$ cat src/rtl/ram_sweep_pkg.sv
// ram_sweep_pkg: shared types and helpers for the ram_sweep block.
//   state_e   : controller FSM states (SWEEP, IDLE)
//   lanes()   : number of byte lanes in a word of the given width
//   even_par(): even-parity bit for one byte
package ram_sweep_pkg;

    typedef enum logic {
        SWEEP = 1'b0,
        IDLE  = 1'b1
    } state_e;

    function automatic int unsigned lanes(input int unsigned data_w);
        return data_w / 8;
    endfunction

    // Bit that makes the byte plus parity carry an even number of ones.
    function automatic logic even_par(input logic [7:0] b);
        return ^b;
    endfunction

endpackage

$ cat src/rtl/ram_sweep_ctl.sv
// ram_sweep_ctl: sweep/idle controller for ram_sweep.
//   clk, reset      : clock, synchronous active-high reset
//   we, re, clr     : request inputs from the client
//   addr            : client word address
//   busy            : registered, high while a sweep is in progress
//   sweep_c         : this cycle writes INIT_VAL to wr_addr_c (all lanes)
//   wr_en_c/rd_en_c : accepted client write/read this cycle
//   wr_addr_c       : write address (sweep pointer or client address)
module ram_sweep_ctl
    import ram_sweep_pkg::*;
#(
    parameter int unsigned ADDR = 4
) (
    input  logic            clk,
    input  logic            reset,
    input  logic            we,
    input  logic            re,
    input  logic            clr,
    input  logic [ADDR-1:0] addr,
    output logic            busy,
    output logic            sweep_c,
    output logic            wr_en_c,
    output logic            rd_en_c,
    output logic [ADDR-1:0] wr_addr_c
);

    localparam int unsigned DEPTH = 2 ** ADDR;
    localparam logic [ADDR-1:0] LAST_ADDR = ADDR'(DEPTH - 1);

    state_e          state_q, state_d;
    logic [ADDR-1:0] ptr_q, ptr_d;
    logic            busy_q, busy_d;

    // Next-state, sweep pointer and request gating.
    always_comb begin
        state_d   = state_q;
        ptr_d     = ptr_q;
        sweep_c   = 1'b0;
        wr_en_c   = 1'b0;
        rd_en_c   = 1'b0;
        wr_addr_c = addr;
        case (state_q)
            SWEEP: begin
                sweep_c   = 1'b1;
                wr_addr_c = ptr_q;
                ptr_d     = ptr_q + ADDR'(1);   // wraps to 0 after the last word
                if (ptr_q == LAST_ADDR) begin
                    state_d = IDLE;
                end
            end
            IDLE: begin
                if (clr) begin
                    // clr wins over any same-cycle read or write
                    state_d = SWEEP;
                    ptr_d   = '0;
                end else begin
                    wr_en_c = we;
                    rd_en_c = re;
                end
            end
        endcase
        // Client requests never land while reset is asserted.
        if (reset) begin
            wr_en_c = 1'b0;
            rd_en_c = 1'b0;
        end
        busy_d = (state_d == SWEEP);
    end

    // Controller state registers.
    always_ff @(posedge clk) begin
        if (reset) begin
            state_q <= SWEEP;
            ptr_q   <= '0;
            busy_q  <= 1'b1;
        end else begin
            state_q <= state_d;
            ptr_q   <= ptr_d;
            busy_q  <= busy_d;
        end
    end

    assign busy = busy_q;

endmodule

$ cat src/rtl/ram_sweep.sv
// ram_sweep: single-port synchronous RAM with per-byte write enables,
// registered read with valid pulse, and a hardware clear sweep that writes
// INIT_VAL to every word after reset or on a clr pulse.
//   clk, reset : clock, synchronous active-high reset
//   we, re     : write / read request (ignored while busy)
//   addr       : word address
//   in, be     : write data and byte-lane enables
//   clr        : one-cycle pulse starts a sweep
//   out        : registered read data (holds when out_valid is low)
//   out_valid  : one-cycle pulse when out was updated
//   busy       : sweep in progress
// Optional RAM_SWEEP_PARITY_EN adds per-lane even parity with
//   par_inj (in)  : store inverted parity on written lanes
//   par_err (out) : pulses with out_valid on a parity mismatch
module ram_sweep
    import ram_sweep_pkg::*;
#(
    parameter int unsigned     DATA     = 8,
    parameter int unsigned     ADDR     = 4,
    parameter logic [DATA-1:0] INIT_VAL = '0
) (
    input  logic                 clk,
    input  logic                 reset,
    input  logic                 we,
    input  logic                 re,
    input  logic [ADDR-1:0]      addr,
    input  logic [DATA-1:0]      in,
    input  logic [DATA/8-1:0]    be,
    input  logic                 clr,
    output logic [DATA-1:0]      out,
    output logic                 out_valid,
    output logic                 busy
`ifdef RAM_SWEEP_PARITY_EN
    ,
    input  logic                 par_inj,
    output logic                 par_err
`endif
);

    localparam int unsigned DEPTH = 2 ** ADDR;
    localparam int unsigned LANES = lanes(DATA);

    logic            sweep_c, wr_en_c, rd_en_c;
    logic [ADDR-1:0] wr_addr_c;

    ram_sweep_ctl #(
        .ADDR (ADDR)
    ) u_ctl (
        .clk       (clk),
        .reset     (reset),
        .we        (we),
        .re        (re),
        .clr       (clr),
        .addr      (addr),
        .busy      (busy),
        .sweep_c   (sweep_c),
        .wr_en_c   (wr_en_c),
        .rd_en_c   (rd_en_c),
        .wr_addr_c (wr_addr_c)
    );

    logic [DATA-1:0]  mem [DEPTH];
    logic [LANES-1:0] lane_we_c;
    logic [DATA-1:0]  wdata_c;

    // Byte-lane write merge: the sweep writes every lane, a client write only its enabled lanes.
    always_comb begin
        lane_we_c = '0;
        wdata_c   = in;
        if (sweep_c) begin
            lane_we_c = '1;
            wdata_c   = INIT_VAL;
        end else if (wr_en_c) begin
            lane_we_c = be;
        end
    end

    // Storage array; not reset, the sweep initialises it.
    always_ff @(posedge clk) begin
        for (int i = 0; i < LANES; i++) begin
            if (lane_we_c[i]) begin
                mem[wr_addr_c][8*i +: 8] <= wdata_c[8*i +: 8];
            end
        end
    end

    logic [DATA-1:0] out_q, out_d;
    logic            out_valid_q, out_valid_d;

    // Read path: array read is sampled before this edge's write, giving read-first.
    always_comb begin
        out_d       = out_q;
        out_valid_d = rd_en_c;
        if (rd_en_c) begin
            out_d = mem[addr];
        end
    end

`ifdef RAM_SWEEP_PARITY_EN
    logic [LANES-1:0] par_mem [DEPTH];
    logic [LANES-1:0] rd_calc_c;
    logic             par_err_q, par_err_d;

    // Stored parity; par_inj flips it on client writes only.
    always_ff @(posedge clk) begin
        for (int i = 0; i < LANES; i++) begin
            if (lane_we_c[i]) begin
                par_mem[wr_addr_c][i] <= even_par(wdata_c[8*i +: 8]) ^ (par_inj & ~sweep_c);
            end
        end
    end

    // Recompute parity of the word being read and compare with stored bits.
    always_comb begin
        rd_calc_c = '0;
        for (int i = 0; i < LANES; i++) begin
            rd_calc_c[i] = even_par(mem[addr][8*i +: 8]);
        end
        par_err_d = rd_en_c & (|(rd_calc_c ^ par_mem[addr]));
    end

    always_ff @(posedge clk) begin
        if (reset) begin
            par_err_q <= 1'b0;
        end else begin
            par_err_q <= par_err_d;
        end
    end

    assign par_err = par_err_q;
`endif

    // Output registers.
    always_ff @(posedge clk) begin
        if (reset) begin
            out_q       <= '0;
            out_valid_q <= 1'b0;
        end else begin
            out_q       <= out_d;
            out_valid_q <= out_valid_d;
        end
    end

    assign out       = out_q;
    assign out_valid = out_valid_q;

endmodule

$ cat config.mk
export PLATFORM = sky130hd
export DESIGN_NAME = ram_sweep
export DESIGN_NICKNAME = d
export VERILOG_FILES = /design/src/rtl/ram_sweep_pkg.sv /design/src/rtl/ram_sweep_ctl.sv /design/src/rtl/ram_sweep.sv
export SDC_FILE = /design/constraint.sdc
export NUM_CORES = 1
export LEC_CHECK = 0
export CAP_MARGIN = 20
export CORE_MARGIN = 2
export CORE_UTILIZATION = 55
export CTS_CLUSTER_SIZE = 14
export DETAILED_ROUTE_END_ITERATION = 7
export MAX_ROUTING_LAYER = met4
export PLACE_DENSITY = 0.82
export SYNTH_ARGS = -nofsm -noshare
export SYNTH_HDL_FRONTEND = slang
export SYNTH_HIERARCHICAL = 1
export SYNTH_SLANG_ARGS = --single-unit
$ cat constraint.sdc
create_clock -name clk -period 2.75 [get_ports clk]
set_input_delay 0.6875 -clock clk [delete_from_list [all_inputs] [get_ports clk]]
set_output_delay 0.6875 -clock clk [all_outputs]
set_load 0.005 [all_outputs]
==> results_dict.tcl, run 1 <==
set metrics [dict create \
    drt-pass1-iter-count 5 \
    synth_top_cell_by_area "edfxtp_1" \
    instances_no_fill 578 \
    seqPwrFrac 0.509 \
    endpoint_kind "flip-flop" \
    max_slew.worst_pin.slew_ns 0.5830 \
    design.die.area_um2 11340 \
    syn-num-nets 384 \
    clkPwrFrac 0.445 \
    min_path_type "flip-flop to flip-flop" \
    die_h_um 106.5 \
    viasPerCell 5.825 \
    postLayoutCellArea_um2 6865 \
    outcome "complete, no violations" \
    rrSetupSlack_ns 0.51 \
    cellPowerDensity_nw_per_um2 686.7 \
    grt_first_pass_wirelength_um 19200 \
    syn_avg_cell_area_um2 15.82 \
    drcViolationCount 0 \
    p_sw_frac 0.2180 \
    fp-row-count 37 \
    root_buffer "clkbuf_8" \
    cts_sinks 143 \
    drt-initial-drc-count 369 \
    synth.distinct_cells 36 \
    wl_um 12140 \
    power.total_w 0.004714 \
    ioPinCount 28 \
    crit_fanout 8 \
    cts_buffers 17 \
    clock_skew_ns 0.009064 \
    h-tree-depth 4 \
    grt-ovfl-total 0 \
    grt_start_max_net_pins 65 \
    p_sw_w 0.001028 \
    die_w_um 106.5 \
    synth_commonest_cells "edfxtp_1, mux2i_1, nand3_1" \
    start_kind "primary input" \
    nets 448 \
    synthArstFlopShare 0 \
    clock.fmax_mhz 431.7 \
    antenna_found_initial 0 \
    criticalPathCategory "primary input to flip-flop" \
    ant_nets 0 \
    arrival_ns 2.54 \
    p_int_w 0.003687 \
    syn_to_final_growth_pct 18.87 \
    wl_per_cell_um 21.00 \
    cts.reportedPaths.clkPinSlew_ns 0.07 \
    rsz0062_at_grt "false" \
    nFillCells 695 \
    cts_tree "yes" \
    ctsLongestPathBuffers 2 \
    whs_ns 0.4669 \
    pwr-share-comb 0.047 \
    grt_pass1_vias 3470 \
    syn_area_um2 5776 \
    synth-edff-count 128 \
    syn_inst 365 \
    fin_crit_sh 0.8423 \
    finalSetupViolCount 0 \
    gp_congestion 0.8089 \
    track_usage 0.2418 \
    cts_repair_resize_count 0 \
    leakage_nw 2.541 \
    dr_total_vias 3367 \
    clock_latency_ns 0.52 \
    final-max-slew-violation-count 0 \
    dpl_cell_area_um2 6315 \
    yosys_register_bits 143 \
    coreArea_um2 10280 \
    io_buffers 27 \
    finalCriticalPeriod_ns 2.316 \
    yosysWarnings 6 \
    required_ns 2.98 \
    synth_top_flop_cell "edfxtp_1" \
    start_util 0.5620 \
    relSlewSlack 0.6106 \
    place_inst 546 \
    irDropWorstVdd_uv 439.7 \
    synthTopCellsByArea "edfxtp_1, mux2i_1, dfxtp_1" \
    timing_hold_violations_final 0 \
    dp_hpwl_um 7433 \
    synth_top_area_frac 0.6655 \
    synth_most_common_cell "edfxtp_1" \
    antenna_cells 0 \
    drive_above_1_share 0.1719 \
    cap_violations 0 \
    synth-seq-area-share 0.7175 \
    post_cts_buffers 0 \
    cts_hold_buf 0 \
]
[layout by cell type, fill, tap and decap left out, types with 3 or more instances in the layout]
| cell | count |
|---|---|
| nor2b_1 | 13 |
| nand2_1 | 19 |
| clkdlybuf4s50_1 | 26 |
| mux2i_1 | 64 |
| a21oi_1 | 11 |
| clkbuf_16 | 16 |
| mux2_2 | 4 |
| a22oi_1 | 24 |
| clkinv_4 | 6 |
| inv_6 | 3 |
| dfxtp_1 | 15 |
| edfxtp_1 | 128 |
| nand3_1 | 25 |
| nand2b_1 | 3 |
| nor2_1 | 19 |
| nor3_1 | 3 |
| buf_4 | 35 |
| clkinv_2 | 4 |
[power groups by stage]
| stage | clock [W] | combinational, W | sequential (W) |
|---|---|---|---|
| floorplan | 0 | 0.000153 | 0.00244 |
| global placement | 0 | 0.000209 | 0.00244 |
| detailed placement | 0 | 0.000215 | 0.00244 |
| CTS | 0.00211 | 0.000219 | 0.00240 |
| global route | 0.00221 | 0.000235 | 0.00240 |
| finish | 0.00210 | 0.000220 | 0.00240 |
[cells by family (layout without fill, tap and decap cells)]
family          count (synthesis)  after routing  synth area share
buf+inv                        18             95           0.03076
fa+ha+maj                       1              1          0.002166
simple gates                   94             94           0.08211
compound gates                 41             41           0.04874
flops                         143            143            0.7175
mux                            68             68            0.1187
[worst paths after layout]
check | depth (start not counted) | from | endpoint
max | 7 | clr | mem[10][5]
min | 2 | out[3] | out[3]
max reg2reg | 6 | u_ctl/state_q | mem[10][5]
min reg2reg | 2 | out[3] | out[3]
[through the flow]
step | util | setup TNS [ns] | setup WS [ns]
6_report | 0.6680 | 0 | 0.4336
5_1_grt | 0.6680 | 0 | 0.3825
4_1_cts | 0.6680 | 0 | 0.4820
3_5_place_dp | 0.6144 | -0.7495 | -0.05153
3_3_place_gp | 0.6144 | 0 | 0.04365
2_1_floorplan | - | 0 | 0.1792
[sequential cells by signal, indices dropped and copies added, names as in the netlist]
register and flops:
u_ctl/ptr_q 4, u_ctl/busy 1, out_valid 1, mem 128
out 8, u_ctl/state_q 1
[area by class of cell]
type                    instances  area, um^2  share of cell area
clock inverters                15       136.4             0.01987
well taps                     136       170.2             0.02479
multi-input cells             204        1454              0.2118
clock buffers                  17       414.1             0.06032
repair buffers                 62       543.0             0.07910
inverters                       1       3.754           0.0005467
flip-flops and latches        143        4144              0.6036
[routing by layer]
layer,vias up,GRT usage,share of wire
li1,1539,-,-
met1,1631,0.3083,0.41
met2,168,0.3846,0.49
met3,29,0.05395,0.070
met4,0,0.09091,0.030
met5,-,-,0
[critical path, cell delays in order]
cell	delay (ns)
clkdlybuf4s50_1	0.44
nand2b_1	0.18
nor3b_1	0.28
a21oi_2	0.12
or3b_1	0.46
nor2_1	0.18
buf_4	0.19
Power figures use the tool's default switching activity.
==> run 2: changes to the inputs <==
--- a/config.mk
+++ b/config.mk
@@ -7,11 +7,11 @@
 export LEC_CHECK = 0
 export CAP_MARGIN = 20
 export CORE_MARGIN = 2
-export CORE_UTILIZATION = 55
+export CORE_UTILIZATION = 54
 export CTS_CLUSTER_SIZE = 14
 export DETAILED_ROUTE_END_ITERATION = 7
 export MAX_ROUTING_LAYER = met4
-export PLACE_DENSITY = 0.82
+export PLACE_DENSITY = 0.83
 export SYNTH_ARGS = -nofsm -noshare
 export SYNTH_HDL_FRONTEND = slang
 export SYNTH_HIERARCHICAL = 1
==> constraint.sdc (replaced) <==
create_clock -name clk -period 2.1 [get_ports clk]
set_input_delay 0.525 -clock clk [delete_from_list [all_inputs] [get_ports clk]]
set_output_delay 0.525 -clock clk [all_outputs]
set_load 0.005 [all_outputs]
==> run 2 against run 1 <==
  * Count of clock-buffer cells in the layout rose by 2
  * Critical endpoint is now mem[0][2]
  * Highest routed layer unchanged
  * Sequential cell count stayed put
  * Clock power rose by 35%
==> results_dict.tcl, run 2 (same netlist as run 1, synthesis figures left out) <==
set metrics [dict create \
    ioPinCount 28 \
    top_register "mem" \
    dr_total_vias 3388 \
    top_layer "met4" \
    cellPowerDensity_nw_per_um2 891.9 \
    leakage_nw 2.619 \
    min_path_type "flip-flop to flip-flop" \
    max_slew.worst_pin.slew_ns 0.5724 \
    finalSetupViolCount 0 \
    start_util 0.5569 \
    grt_pass1_vias 3383 \
    rrSetupSlack_ns 0.09 \
    h-tree-depth 4 \
    drt-initial-drc-count 238 \
    cts.reportedPaths.clkPinSlew_ns 0.06 \
    dpl_worst_slack_ns -0.4172 \
    viasPerCell 5.723 \
    nets 462 \
    cap_violations 0 \
    register_area_um2 4145 \
    setup_slack_ns 0.08960 \
    arrival_ns 2.26 \
    nFillCells 687 \
    final-max-slew-violation-count 0 \
    rsz0062_at_grt "false" \
    syn_to_final_growth_pct 22.38 \
    multi_input_area_um2 1491 \
    drt-pass1-iter-count 5 \
    fp-row-count 37 \
    gp_congestion 0.8047 \
    final_common_cell "edfxtp_1" \
    fin_crit_sh 0.9573 \
    clock.fmax_mhz 497.4 \
    post_cts_buffers 0 \
    most-common-layout-cells "edfxtp_1, mux2i_1, buf_4" \
    wl_met1_um 4702 \
    track_usage 0.2346 \
    drive_above_1_share 0.2105 \
    grt_first_pass_wirelength_um 18590 \
    largest_register_ffs 128 \
    post-route-util 0.6816 \
    die_w_um 107.4 \
    endpoint_kind "flip-flop" \
    finalCriticalPeriod_ns 2.010 \
    cts_repair_resize_count 1 \
    wl_um 12070 \
    coreArea_um2 10370 \
    start_kind "flip-flop" \
    io_buffers 27 \
    slowest_stage "or3_1" \
    dp_hpwl_um 7615 \
    antenna_cells 0 \
    grt_start_max_net_pins 33 \
    cts_sinks 143 \
    ctsLongestPathBuffers 2 \
    crit_fanout 11 \
    cts_hold_buf 0 \
    ant_nets 0 \
    grt-ovfl-total 0 \
    wl_met2_um 6156 \
    timing_hold_violations_final 0 \
    wl_met3_um 906 \
    drcViolationCount 0 \
    antenna_found_initial 0 \
    die_h_um 107.4 \
    wl_per_cell_um 20.38 \
    outcome "complete, no violations" \
    slowest_delay_ns 0.51 \
    irDropWorstVdd_uv 791.4 \
    cts_tree "yes" \
    root_buffer "clkbuf_8" \
    relSlewSlack 0.6184 \
    clock_latency_ns 0.53 \
    path_cells "mux2_2 -> or3_1 -> nor3_4 -> buf_12" \
    criticalPathCategory "flip-flop to flip-flop" \
    cts_buffers 17 \
    required_ns 2.35 \
    design.die.area_um2 11540 \
    clock_skew_ns 0.007855 \
]
## run 2: cell types whose count changed in the layout (fill, tap and decap cells not counted), sizes merged
| cell | delta |
|---|---|
| clkinv | -7 |
| bufinv | +1 |
| buf | +14 |
| clkbuf | +2 |
| clkinvlp | +6 |
| inv | -2 |
## run 2: area by class of cell
cell class | count | area share
Sequential cell | 143 | 0.5865
Clock inverter | 13 | 0.01983
Timing Repair Buffer | 76 | 0.09701
Clock buffer | 19 | 0.06107
Inverter | 1 | 0.0005311
Tap cell | 136 | 0.02408
Multi-Input combinational cell | 204 | 0.2110
## run 2: worst paths after layout
| kind | start | end | cells after the start |
|---|---|---|---|
| worst max-delay path | u_ctl/state_q | mem[0][2] | 4 |
| worst min-delay path | out[5] | out[5] | 2 |
| worst max register to register | u_ctl/state_q | mem[0][2] | 4 |
| worst min register to register | out[5] | out[5] | 2 |
## run 2: stage by stage
stage	std cells	instance area, um^2	hold WS, ns	total power (W)	TNS (ns)
2_1_floorplan	365	5813	0.4500	0.003402	-3.403
3_3_place_gp	560	6495	0.4428	0.003513	-34.73
3_5_place_dp	560	6495	0.4405	0.003527	-39.97
4_1_cts	592	7068	0.4554	0.006329	0
5_1_grt	592	7068	0.4838	0.006482	0
6_report	592	7068	0.4589	0.006304	0
## run 2: where the power goes
| part | switching, W | internal (W) |
|---|---|---|
| Clock | 0.00111 | 0.00172 |
| Sequential | 0.0000204 | 0.00312 |
| Combinational | 0.000177 | 0.000157 |
## run 2: metal layers
layer | up-vias | global-route usage
met2 | 159 | 0.3698
met5 | - | -
li1 | 1563 | -
met4 | 0 | 0.09158
met1 | 1641 | 0.2907
met3 | 25 | 0.06659
## run 2: worst max-delay path, delay by kind of cell (launching register included)
kind	cells	cell delay [ns]
flip-flops	1	0.45
AND/OR/NAND/NOR	2	0.71
multiplexers	1	0.41
buffers and inverters	1	0.15
==> run 3: changes to the inputs <==
--- a/config.mk
+++ b/config.mk
@@ -11,8 +11,7 @@
 export CTS_CLUSTER_SIZE = 14
 export DETAILED_ROUTE_END_ITERATION = 7
 export MAX_ROUTING_LAYER = met4
-export PLACE_DENSITY = 0.83
+export PLACE_DENSITY = 0.84
 export SYNTH_ARGS = -nofsm -noshare
 export SYNTH_HDL_FRONTEND = slang
-export SYNTH_HIERARCHICAL = 1
 export SYNTH_SLANG_ARGS = --single-unit
==> run 3 against run 2 <==
  * Final cell count decreased by 11%
  * Sequential cell count stayed put
  * Clock power rose by 12%
  * Critical path depth did not move
  * Synthesized area down 0.65%
  * Critical endpoint is now mem[0][0]
==> results_dict.tcl, run 3 <==
set metrics [dict create \
    drcViolationCount 0 \
    wl_um 12420 \
    synth-edff-count 128 \
    dp_hpwl_um 7982 \
    outcome "complete, no violations" \
    ioPinCount 28 \
    synth-adder-area-share 0.002181 \
    design.die.area_um2 11470 \
    post_cts_buffers 0 \
    ant_nets 0 \
    endpoint_kind "flip-flop" \
    cp.buffers_inverters 1 \
    synth_mux_area_frac 0.1598 \
    grt_pass1_vias 3400 \
    drt-pass1-iter-count 5 \
    instances_no_fill 528 \
    path_cells "nor3b_1 -> o21ai_0 -> nor2_1 -> buf_4" \
    dpl_worst_slack_ns -0.2522 \
    irDropWorstVdd_uv 572.9 \
    ctsLongestPathBuffers 2 \
    synthXorXnorAreaFrac 0 \
    criticalPathCategory "flip-flop to flip-flop" \
    drt-initial-drc-count 277 \
    nFillCells 600 \
    dr_total_vias 3229 \
    multi_input_area_um2 1446 \
    viasPerCell 6.116 \
    synthArstFlopShare 0 \
    synthTopCellsByArea "edfxtp_1, mux4_2, mux4_1" \
    clock_skew_ns 0.007840 \
    finalSetupViolCount 0 \
    slowest_delay_ns 0.72 \
    most-common-layout-cells "edfxtp_1, buf_4, clkdlybuf4s50_1" \
    io_buffers 27 \
    syn_avg_cell_area_um2 19.13 \
    grt_first_pass_wirelength_um 19410 \
    yosysWarnings 0 \
    syn-num-nets 319 \
    path_delay_family "flip-flops" \
    grt-ovfl-total 0 \
    synth_top_cell_by_area "edfxtp_1" \
    track_usage 0.2462 \
    cts_sinks 143 \
    largest_register_ffs 128 \
    timing_hold_violations_final 0 \
    finalCriticalPeriod_ns 2.002 \
    crit_fanout 20 \
    start_util 0.5558 \
    register_area_um2 4144 \
    synth-seq-area-share 0.7222 \
    root_buffer "clkbuf_8" \
    cellPowerDensity_nw_per_um2 932.9 \
    final_common_cell "edfxtp_1" \
    die_h_um 107.1 \
    syn_inst 300 \
    final-max-slew-violation-count 0 \
    synth.distinct_cells 35 \
    slowest_stage "dfxtp_1" \
    fp-row-count 37 \
    syn_to_final_growth_pct 23.88 \
    cap_violations 0 \
    h-tree-depth 4 \
    leakage_nw 2.695 \
    grt_start_max_net_pins 21 \
    clock.fmax_mhz 499.4 \
    antenna_found_initial 0 \
    setup_slack_ns 0.09761 \
    synth-simple-area-share 0.05364 \
    synth_commonest_cells "edfxtp_1, nor2_1, mux4_2" \
    yosys_register_bits 143 \
    gp_congestion 0.9076 \
    top_register "mem" \
    synth_most_common_cell "edfxtp_1" \
    synth_top_family_by_area "multiplexers" \
    relSlewSlack 0.5795 \
    arrival_ns 2.22 \
    cts_repair_resize_count 0 \
    cts_tree "yes" \
    min_path_type "flip-flop to flip-flop" \
    syn_area_um2 5738 \
    cts_hold_buf 0 \
    cts_buffers 17 \
    coreArea_um2 10320 \
    synth_compound_area_frac 0.03642 \
    antenna_cells 0 \
    max_slew.worst_pin.slew_ns 0.6299 \
    synth_top_area_frac 0.6699 \
    drive_above_1_share 0.2704 \
    place_inst 497 \
    wl_per_cell_um 23.51 \
    start_kind "flip-flop" \
    cts.reportedPaths.clkPinSlew_ns 0.06 \
    required_ns 2.32 \
    die_w_um 107.1 \
    clock_latency_ns 0.52 \
    nets 399 \
    rrSetupSlack_ns 0.1 \
    fin_crit_sh 0.9535 \
    synth_top_flop_cell "edfxtp_1" \
    dpl_cell_area_um2 6479 \
    postLayoutCellArea_um2 7108 \
    rsz0062_at_grt "false" \
]
==> run 3: layout make-up <==
type / count / share of cell area
clock buffer: 17 / 0.05826
clock inverter: 14 / 0.03028
inverter: 4 / 0.002112
multi-input combinational: 137 / 0.2035
sequential: 143 / 0.5830
tap: 136 / 0.02394
timing repair buffer: 77 / 0.09893
==> run 3: final timing paths <==
path / from / cells after the start / to
setup / recovery: u_ctl.state_q / 4 / mem[0][0]
hold / removal: out[0] / 1 / out[0]
setup reg to reg: u_ctl.state_q / 4 / mem[0][0]
hold reg to reg: out[0] / 1 / out[0]
==> run 3: logic make-up (layout without fill, tap and decap cells) <==
group           count (synthesis)  in the layout
compound gates                 33             33
fa+ha+maj                       1              1
buf+inv                        20            112
flops                         143            143
mux                            47             47
simple gates                   56             56
==> run 3: metrics by stage <==
stage	power (W)	TNS (ns)	hold slack, ns	utilization
2_1_floorplan	0.003381	0	0.4509	-
3_3_place_gp	0.003511	-10.98	0.4345	0.6276
3_5_place_dp	0.003523	-18.26	0.4476	0.6276
4_1_cts	0.006669	0	0.4627	0.6885
5_1_grt	0.006806	0	0.4801	0.6885
6_report	0.006631	0	0.4566	0.6885
==> run 3: per-layer routing <==
| metal | wire length, um | GRT usage |
|---|---|---|
| met5 | 0 | - |
| met3 | 836 | 0.07173 |
| met2 | 6479 | 0.4037 |
| met4 | 411 | 0.1020 |
| met1 | 4687 | 0.2867 |
==> run 3: where the power goes <==
part           switching [W]  internal [W]
logic               0.000158      0.000174
registers          0.0000205       0.00312
clock network        0.00112       0.00204
==> run 3: worst reg2reg max path, delay by kind of cell, from the launching register on <==
family                 cells  cell delay (ns)
buffers and inverters      1             0.23
DFF                        1             0.72
and+or+nand+nor            2             0.50
AOI/OAI and AO/OA          1             0.24
